[src/rtl/rf_pkg.sv]
// rtl/rf_pkg.sv - shared defaults, types and counter helper for the multi-port register file
package rf_pkg;

    localparam int RFW_DEF = 5;
    localparam int DW_DEF  = 32;

    typedef logic [RFW_DEF-1:0] rf_addr_t;
    typedef logic [DW_DEF-1:0]  rf_data_t;

    // Applies one cycle of increments/decrements to an occupancy count, clamped to [0, max].
    function automatic int unsigned cnt_step(input int unsigned cnt,
                                             input int unsigned inc,
                                             input int unsigned dec,
                                             input int unsigned max);
        int unsigned nxt;
        if (dec > cnt + inc) begin
            nxt = 0;
        end else begin
            nxt = cnt + inc - dec;
        end
        if (nxt > max) begin
            nxt = max;
        end
        return nxt;
    endfunction

endpackage

[src/rtl/rf_scoreboard.sv]
// rtl/rf_scoreboard.sv - per-register busy bits with set-over-clear priority and running busy count
module rf_scoreboard
    import rf_pkg::*;
#(
    parameter int RFW = RFW_DEF,
    parameter int NWR = 1
) (
    input  logic                  clk,
    input  logic                  rst_n,
    input  logic                  iss_en,
    input  logic [RFW-1:0]        iss_addr,
    input  logic [NWR-1:0]        wb_clr,
    input  logic [NWR*RFW-1:0]    wr_addr,
    output logic [(2**RFW)-1:0]   busy,
    output logic [RFW:0]          busy_cnt
);

    localparam int DEPTH = 2**RFW;
    localparam int CW    = RFW + 1;

    logic [DEPTH-1:0] set_vec;
    logic [DEPTH-1:0] clr_vec;
    logic [DEPTH-1:0] busy_nxt;
    logic [RFW:0]     cnt_nxt;
    int unsigned      inc_n;
    int unsigned      dec_n;

    always_comb begin
        set_vec = '0;
        clr_vec = '0;
        inc_n   = 0;
        dec_n   = 0;
        if (iss_en && (iss_addr != '0)) begin
            set_vec[iss_addr] = 1'b1;
            if (!busy[iss_addr]) begin
                inc_n = 1;
            end
        end
        for (int j = 0; j < NWR; j++) begin
            logic eff;
            eff = wb_clr[j] && (wr_addr[j*RFW +: RFW] != '0);
            if (eff) begin
                clr_vec[wr_addr[j*RFW +: RFW]] = 1'b1;
            end
            // Only a clear that actually drops a busy bit counts, and two ports
            // clearing the same register count once.
            if (!busy[wr_addr[j*RFW +: RFW]] || set_vec[wr_addr[j*RFW +: RFW]]) begin
                eff = 1'b0;
            end
            for (int k = 0; k < j; k++) begin
                if (wb_clr[k] && (wr_addr[k*RFW +: RFW] == wr_addr[j*RFW +: RFW])) begin
                    eff = 1'b0;
                end
            end
            if (eff) begin
                dec_n = dec_n + 1;
            end
        end
        busy_nxt = (busy & ~clr_vec) | set_vec;
        cnt_nxt  = CW'(cnt_step(32'(busy_cnt), inc_n, dec_n, DEPTH - 1));
    end

    always_ff @(posedge clk or negedge rst_n) begin
        if (!rst_n) begin
            busy     <= '0;
            busy_cnt <= '0;
        end else begin
            busy     <= busy_nxt;
            busy_cnt <= cnt_nxt;
        end
    end

endmodule

[src/rtl/regfile_mp.sv]
// rtl/regfile_mp.sv - multi-port register file with optional write bypass and busy scoreboard
module regfile_mp
    import rf_pkg::*;
#(
    parameter int RFW    = RFW_DEF,
    parameter int DW     = DW_DEF,
    parameter int NRD    = 2,
    parameter int NWR    = 1,
    parameter int BYPASS = 1
) (
    input  logic                clk,
    input  logic                rst_n,
    input  logic [NRD*RFW-1:0]  rd_addr,
    output logic [NRD*DW-1:0]   rd_data,
    output logic [NRD-1:0]      rd_busy,
    input  logic [NWR-1:0]      wr_en,
    input  logic [NWR*RFW-1:0]  wr_addr,
    input  logic [NWR*DW-1:0]   wr_data,
    input  logic                iss_en,
    input  logic [RFW-1:0]      iss_addr,
    input  logic [NWR-1:0]      wb_clr,
    output logic [RFW:0]        busy_cnt
);

    localparam int DEPTH = 2**RFW;

    logic [DW-1:0]    mem [DEPTH];
    logic [DEPTH-1:0] busy;

    // Ascending port order: the highest-index writer to an address lands last.
    always_ff @(posedge clk or negedge rst_n) begin
        if (!rst_n) begin
            for (int i = 0; i < DEPTH; i++) begin
                mem[i] <= '0;
            end
        end else begin
            for (int j = 0; j < NWR; j++) begin
                if (wr_en[j] && (wr_addr[j*RFW +: RFW] != '0)) begin
                    mem[wr_addr[j*RFW +: RFW]] <= wr_data[j*DW +: DW];
                end
            end
        end
    end

    rf_scoreboard #(
        .RFW (RFW),
        .NWR (NWR)
    ) u_sb (
        .clk      (clk),
        .rst_n    (rst_n),
        .iss_en   (iss_en),
        .iss_addr (iss_addr),
        .wb_clr   (wb_clr),
        .wr_addr  (wr_addr),
        .busy     (busy),
        .busy_cnt (busy_cnt)
    );

    for (genvar k = 0; k < NRD; k++) begin : g_rd
        logic [RFW-1:0] ra;
        logic [DW-1:0]  d;
        logic           bz;

        assign ra = rd_addr[k*RFW +: RFW];

        always_comb begin
            d  = mem[ra];
            bz = busy[ra];
            if (BYPASS != 0) begin
                for (int j = 0; j < NWR; j++) begin
                    if (wr_en[j] && (wr_addr[j*RFW +: RFW] == ra)) begin
                        d = wr_data[j*DW +: DW];
                    end
                    // A completing producer frees the register this cycle unless a new one claims it.
                    if (wb_clr[j] && (wr_addr[j*RFW +: RFW] == ra) &&
                        !(iss_en && (iss_addr == ra))) begin
                        bz = 1'b0;
                    end
                end
            end
            if ((ra == '0) || !rst_n) begin
                d  = '0;
                bz = 1'b0;
            end
        end

        assign rd_data[k*DW +: DW] = d;
        assign rd_busy[k]          = bz;
    end

endmodule

[config.mk]
export PLATFORM = sky130hd
export DESIGN_NAME = regfile_mp
export DESIGN_NICKNAME = d
export VERILOG_FILES = /design/src/rtl/rf_pkg.sv /design/src/rtl/rf_scoreboard.sv /design/src/rtl/regfile_mp.sv
export SDC_FILE = /design/constraint.sdc
export NUM_CORES = 2
export LEC_CHECK = 0
export ABC_CLOCK_PERIOD_IN_PS = 7400
export BUFFER_PORTS_ARGS = -buffer_cell sky130_fd_sc_hd__clkbuf_2
export CELL_PAD_IN_SITES_DETAIL_PLACEMENT = 1
export CELL_PAD_IN_SITES_GLOBAL_PLACEMENT = 2
export CORE_MARGIN = 2
export CORE_UTILIZATION = 42
export CTS_CLUSTER_DIAMETER = 60
export DETAILED_ROUTE_END_ITERATION = 12
export GPL_TIMING_DRIVEN = 0
export HOLD_SLACK_MARGIN = 0.15
export MAX_ROUTING_LAYER = met4
export PLACE_DENSITY = 0.74
export SYNTH_ARGS = -nofsm -noshare
export SYNTH_HDL_FRONTEND = slang
export SYNTH_HIERARCHICAL = 1
export SYNTH_SLANG_ARGS = --single-unit
[constraint.sdc]
create_clock -name clk -period 7.4 [get_ports clk]
set_input_delay 0.37 -clock clk [delete_from_list [all_inputs] [get_ports clk]]
set_output_delay 0.37 -clock clk [all_outputs]
set_load 0.1 [all_outputs]
; ---- Word level (Yosys, flattened, before mapping)
; Cells that the tools add are included.
[word_totals]
register_bits = 1062
inputBits = 57
output_inout_bits = 72
word_cells = 122
[classes]
n_addsub = 2
n_lt_le_gt_ge = 12
n_eq_ne = 4
n_mux = 39
bitwise_logic = 6
n_reduce_logical = 25
[ops]
columns = op, n
row1 = $bwmux W1024, 1
row2 = $mux W32, 12
row3 = $bmux W32 S5, 2
row4 = $demux W32 S5, 1
row5 = $add A6 B32 Y32, 1
row6 = $and A32 B32 Y32, 1
row7 = $gt A1 B32 Y1, 1
row8 = $gt A32 B5 Y1 const B, 1
row9 = $not A32 Y32, 1
row10 = $or A32 B32 Y32, 1
row11 = $sub A32 B1 Y32, 1
row12 = $bmux W1 S5, 5
row13 = $lt A5 B6 Y1 const B, 4
row14 = $eq A5 B5 Y1, 4
row15 = $ge A6 B6 Y1 const B, 3
row16 = $not A5 Y6, 3
row17 = $mux W1, 15
row18 = $logic_and A1 B1 Y1, 14
row19 = $demux W1 S5, 2
row20 = $ge A5 B1 Y1 const B, 2
row21 = $logic_not A5 Y1, 2
row22 = $reduce_bool A5 Y1, 2
row23 = $lt A6 B1 Y1 const B, 1
row24 = $mux W6, 1
row25 = 2 further kinds, 7

; ---- Depth between registers and ports, before layout
[logic_depth]
word_depth = 14
depth_mapped = 16
mapped_depth_nobuf = 15

; ---- Cells and area by module
; The synthesis kept the hierarchy.
[by_module_without_submodules]
columns = module, instances, cells_per_inst, area_per_inst_um2
row1 = regfile_mp, 1, 3836, 55540.8
row2 = rf_scoreboard, 1, 256, 2547.4

; ---- Least setup slack after synthesis
; OpenSTA, ideal clock, no wires.
[synth_path]
path_kind = input -> register
start = input port iss_addr[0]
end = register u_sb.busy_cnt[0]
t_arrival_ns = 3.090
required_ns = 7.257
path_slack_ns = 4.166
stages = 15
path_cell_list = buf_6 mux4_2 nand3_1 o211ai_1 a2111oi_2 ha_1 ha_1 nand2_1 nor3_1 o21ai_0 nor4bb_1 ha_1 nand2b_1 a21oi_2 a21oi_1
[synth_between]
elab_chain_len = 14
word_cells_on_any_way = 23
[synth_lines]
columns = item, line
row1 = start: declaration, regfile_mp.sv:20  ; input logic [RFW-1:0] iss_addr,
row2 = $lt A5 B6 Y1 (implied by the code) or $ge A5 B1 Y1 (tied branches), rf_scoreboard.sv:34  ; set_vec[iss_addr] = 1'b1;
row3 = $logic_and A1 B1 Y1 (implied by the code), rf_scoreboard.sv:34
row4 = $mux W1 (implied by the code), rf_scoreboard.sv:34
row5 = $demux W1 S5, --
row6 = $mux W32, rf_scoreboard.sv:33  ; if (iss_en && (iss_addr != '0)) begin
row7 = $bmux W1 S5, rf_scoreboard.sv:47  ; if (!busy[wr_addr[j*RFW +: RFW]] || set_vec[wr_addr[j*RFW +: RFW]]) begin
row8 = $mux W1 (implied by the code), rf_scoreboard.sv:47
row9 = $logic_or A1 B1 Y1, rf_scoreboard.sv:47
row10 = $mux W1, rf_scoreboard.sv:47
row11 = $mux W1, rf_scoreboard.sv:55  ; if (eff) begin
row12 = $sub A32 B1 Y32 or $gt A1 B32 Y1 (tied branches), "rf_pkg.sv:19, rf_pkg.sv:16"
row13 = $mux W32 (*), rf_pkg.sv:16  ; if (dec > cnt + inc) begin
row14 = $gt A32 B5 Y1, rf_pkg.sv:21  ; if (nxt > max) begin
row15 = $mux W6 (*), rf_pkg.sv:21
row16 = named net u_sb.cnt_nxt[0], rf_scoreboard.sv:24  ; logic [RFW:0] cnt_nxt;
row17 = end signal: assignment, rf_scoreboard.sv:69  ; busy_cnt <= cnt_nxt;
row18 = end: declaration, rf_scoreboard.sv:15  ; output logic [RFW:0] busy_cnt
; Mark *: on every way through the listed nets, which the timed path passes. The rest lies on a longest branch. The select of a mux whose other input is x is not followed.
; A chain may end at the register's enable or synchronous reset.

; ---- Worst setup path in the final report
[layout_path]
start = input port rst_n
end = output port rd_data[43]
[layout_between]
elab_chain_len = 3
[layout_lines]
columns = item, line
row1 = start: declaration, regfile_mp.sv:12  ; input logic rst_n,
row2 = $logic_not A1 Y1 (no line), --
row3 = $logic_or A1 B1 Y1, regfile_mp.sv:81  ; if ((ra == '0) || !rst_n) begin
row4 = $mux W32, regfile_mp.sv:81
row5 = end: declaration, regfile_mp.sv:14  ; output logic [NRD*DW-1:0] rd_data,
; No other way between the ends.

==> reports/metrics.csv <==
metric;value;unit
status;complete, but fails checks;
failing checks;max-capacitance violations, max-slew violations;
Synth top area share;45.8;%
register area;26600;µm²
Initial Util;42.3;%
kind of critical path;in2out;
CP max FO;109;
Critical Path AT;6510;ps
Synth area leaders;dfrtp_1 46%, mux2_2 19%, mux4_2 16%;
Top Ports;129;
Setup crit start kind;input pin;
CP Data Required Time;7030;ps
Synth area leader;dfrtp_1;
nets;4462;
Hold Violations, Final;0;
first-pass GRT wire length;392000;µm
TritonCTS Buffers;132;
most frequent CP cell;buf_16;
Worst-Margin Slew;1650;ps
Placed Instances;6025;
share of cells above drive strength 1;43.6;%
Setup crit start;rst_n;
Yosys cell types;71;
FILL cells;13600;
dpl hpwl;196000;µm
Final Skew;6.38;ps
initial antenna violation count;19;
Syn. warnings;6;
# rows;136;
final worst path period need;6880;ps
Tcrit/Tclk final;93.0;%
pwr dens;285;nW/µm²
crit-path cells;dlygate4sd3_1, clkbuf_8, buf_16, buf_16, o31ai_1, nor4_2, clkbuf_1, a32o_1, clkbuf_2;
FFs w/ async S/R, synth;100;%
RSZ-0062 raised after global routing;false;
clk sinks;1062;
Remaining DRCs;0;
MaxCap Viol Count;26;
1st-iter DRT viols;6828;
die extent in x;376;µm
post-CTS repair timing setup buffer count;0;
Avg WL per Cell;46.5;µm
Max IR drop VDD;0.186;mV
worst skew pair latency;780;ps
vias in the first global route;44700;
FMAX;0.145;GHz
Post-Syn Area;58100;µm²
CORE AREA;137000;µm²
Synth Net Count;4154;
RD Place Congestion;1.04;
largest stage delay on the critical path;1330;ps
post-synthesis sequential area ratio;45.8;%
Max Slew Vio Count;264;
DRT antenna net count;0;
Syn Inst Count;4092;
Post-synth EDFFs;0;
met2 Track Usage GR;57.1;%
P_leak;28.7;nW
die area;141000;µm²
GR peak layer;met2;
Slew headroom;-9.90;%
RR Startpoint;u_sb/busy[27];
Seq cells post-synth;1062;
met1 GRT Util;53.5;%
gr usage total;42.6;%
commonest non-fill, non-tap cells in the layout;1062 x dfrtp_1, 1000 x mux2_2, 402 x mux4_2;
footprint of the multi-input gates;29400;µm²
Worst Hold Class;in2async;
largest delay contributor family on the critical path;buffers and inverters;
Port Buffers;120;
Synth Area per Inst;14.2;µm²
WP buf/inv;6;
Total Neg Setup Slack;0;ps
Area Growth Syn to Fin;13.8;%
met3 usage;15.6;%
clock-pin slew on the worst setup and hold paths;60;ps
Post-Layout Cell Count;6312;
H-tree levels;4;
Final Setup Violations;0;
Longest Clk Path Bufs;3;
pin count of the biggest net entering global routing;110;
CP max-delay cell;nor4_2;
CTS Root Buffer Type;clkbuf_16;
DIE HEIGHT;376;µm
grt ovf;0;
via/cell ratio;7.15;
commonest non-fill, non-tap cell in the layout;dfrtp_1;
WL final;294000;µm
1st-pass router iterations;7;
CP Capture Type;output port;
vias;45100;
Post-synth top flop;dfrtp_1;
TritonCTS clock tree;done;
==> area by class of cell <==
type / instances / share of cell area, %
diodes: 19 / 0.0719
plain buffers: 460 / 3.29
clock buffers: 190 / 5.73
clock inverters: 43 / 0.704
inverters: 12 / 0.0681
multi-input cells: 2558 / 44.4
flip-flops and latches: 1062 / 40.2
well taps: 1794 / 3.39
repair buffers: 174 / 2.15
==> what timing repair did <==
item	4_1_cts	5_1_grt
hold buffers	34	0
hold endpoints to repair	146	0
resized for setup	0	0
==> metrics by stage <==
step,util [%],hold WS [ps],cell area [µm²],setup slack [ps],power (W)
2_1_floorplan,-,74.4,58100,4170,0.0106
3_3_place_gp,44.4,452,60900,-24790,0.0120
3_5_place_dp,44.8,466,61500,1580,0.0122
4_1_cts,48.1,179,66100,1010,0.0187
5_1_grt,48.1,274,66100,586,0.0193
6_report,48.2,237,66100,518,0.0188
==> layer usage <==
layer	wire (µm)	vias to the layer above
met1	112000	24400
met4	23700	0
met2	121000	3237
met3	37000	944
li1	-	16600
met5	0	-
==> worst paths after layout <==
path	slack, ps	cells past startpoint	end
worst max-delay path	520	9	rd_data[43]
worst min-delay path	240	2	mem[693]
worst max register to register	3290	14	u_sb/busy_cnt[1]
worst min register to register	480	1	mem[996]
max in group asynchronous	4700	6	mem[3]
min in group clk	240	5	u_sb/busy[8]
==> cell usage after synthesis (5+ instances only) <==
cell type	count
xnor2_1	15
o22ai_1	21
clkbuf_1	252
a2111oi_0	5
o21ai_0	84
a211oi_1	24
mux4_1	18
buf_6	12
nor2b_1	26
xor2_1	15
dfrtp_1	1062
nand3b_1	10
nand2_1	70
buf_2	112
inv_1	10
a211o_1	34
mux2i_1	263
o2111ai_1	7
buf_1	58
nor3_1	8
buf_4	19
a221o_1	6
mux4_2	402
a221oi_1	75
o31ai_1	5
nor2_1	45
mux2_1	12
a32o_1	32
a21oi_1	108
nand3_1	24
a22oi_1	132
mux2_2	1000
o221ai_1	15
o21bai_1	32
ha_1	5
==> sequential cells by signal, summed over array words and instances, names as in the netlist <==
signal and count:
u_sb/busy_cnt 6, mem 1024, u_sb/busy 32
==> kinds of logic (layout without fill, tap and decap cells) <==
group / Yosys count / in the layout / share of synthesized area (%)
adder cells (fa/ha/maj): 5 / 5 / 0.108
XOR/XNOR: 30 / 30 / 0.452
AO/OA/AOI/OAI: 600 / 600 / 7.42
flip-flops: 1062 / 1062 / 45.8
multiplexers: 1695 / 1695 / 40.6
other: 1 / 20 / 0.00646
buffers and inverters: 472 / 879 / 3.72
AND/OR/NAND/NOR: 227 / 227 / 1.99
==> power by group <==
part / switching (W) / total, W / internal, W
sequential: 0.000907 / 0.00783 / 0.00692
combinational: 0.00235 / 0.00443 / 0.00208
clock: 0.00280 / 0.00658 / 0.00378
total: 0.00606 / 0.0188 / 0.0128
(Power assumes the default switching activity.)
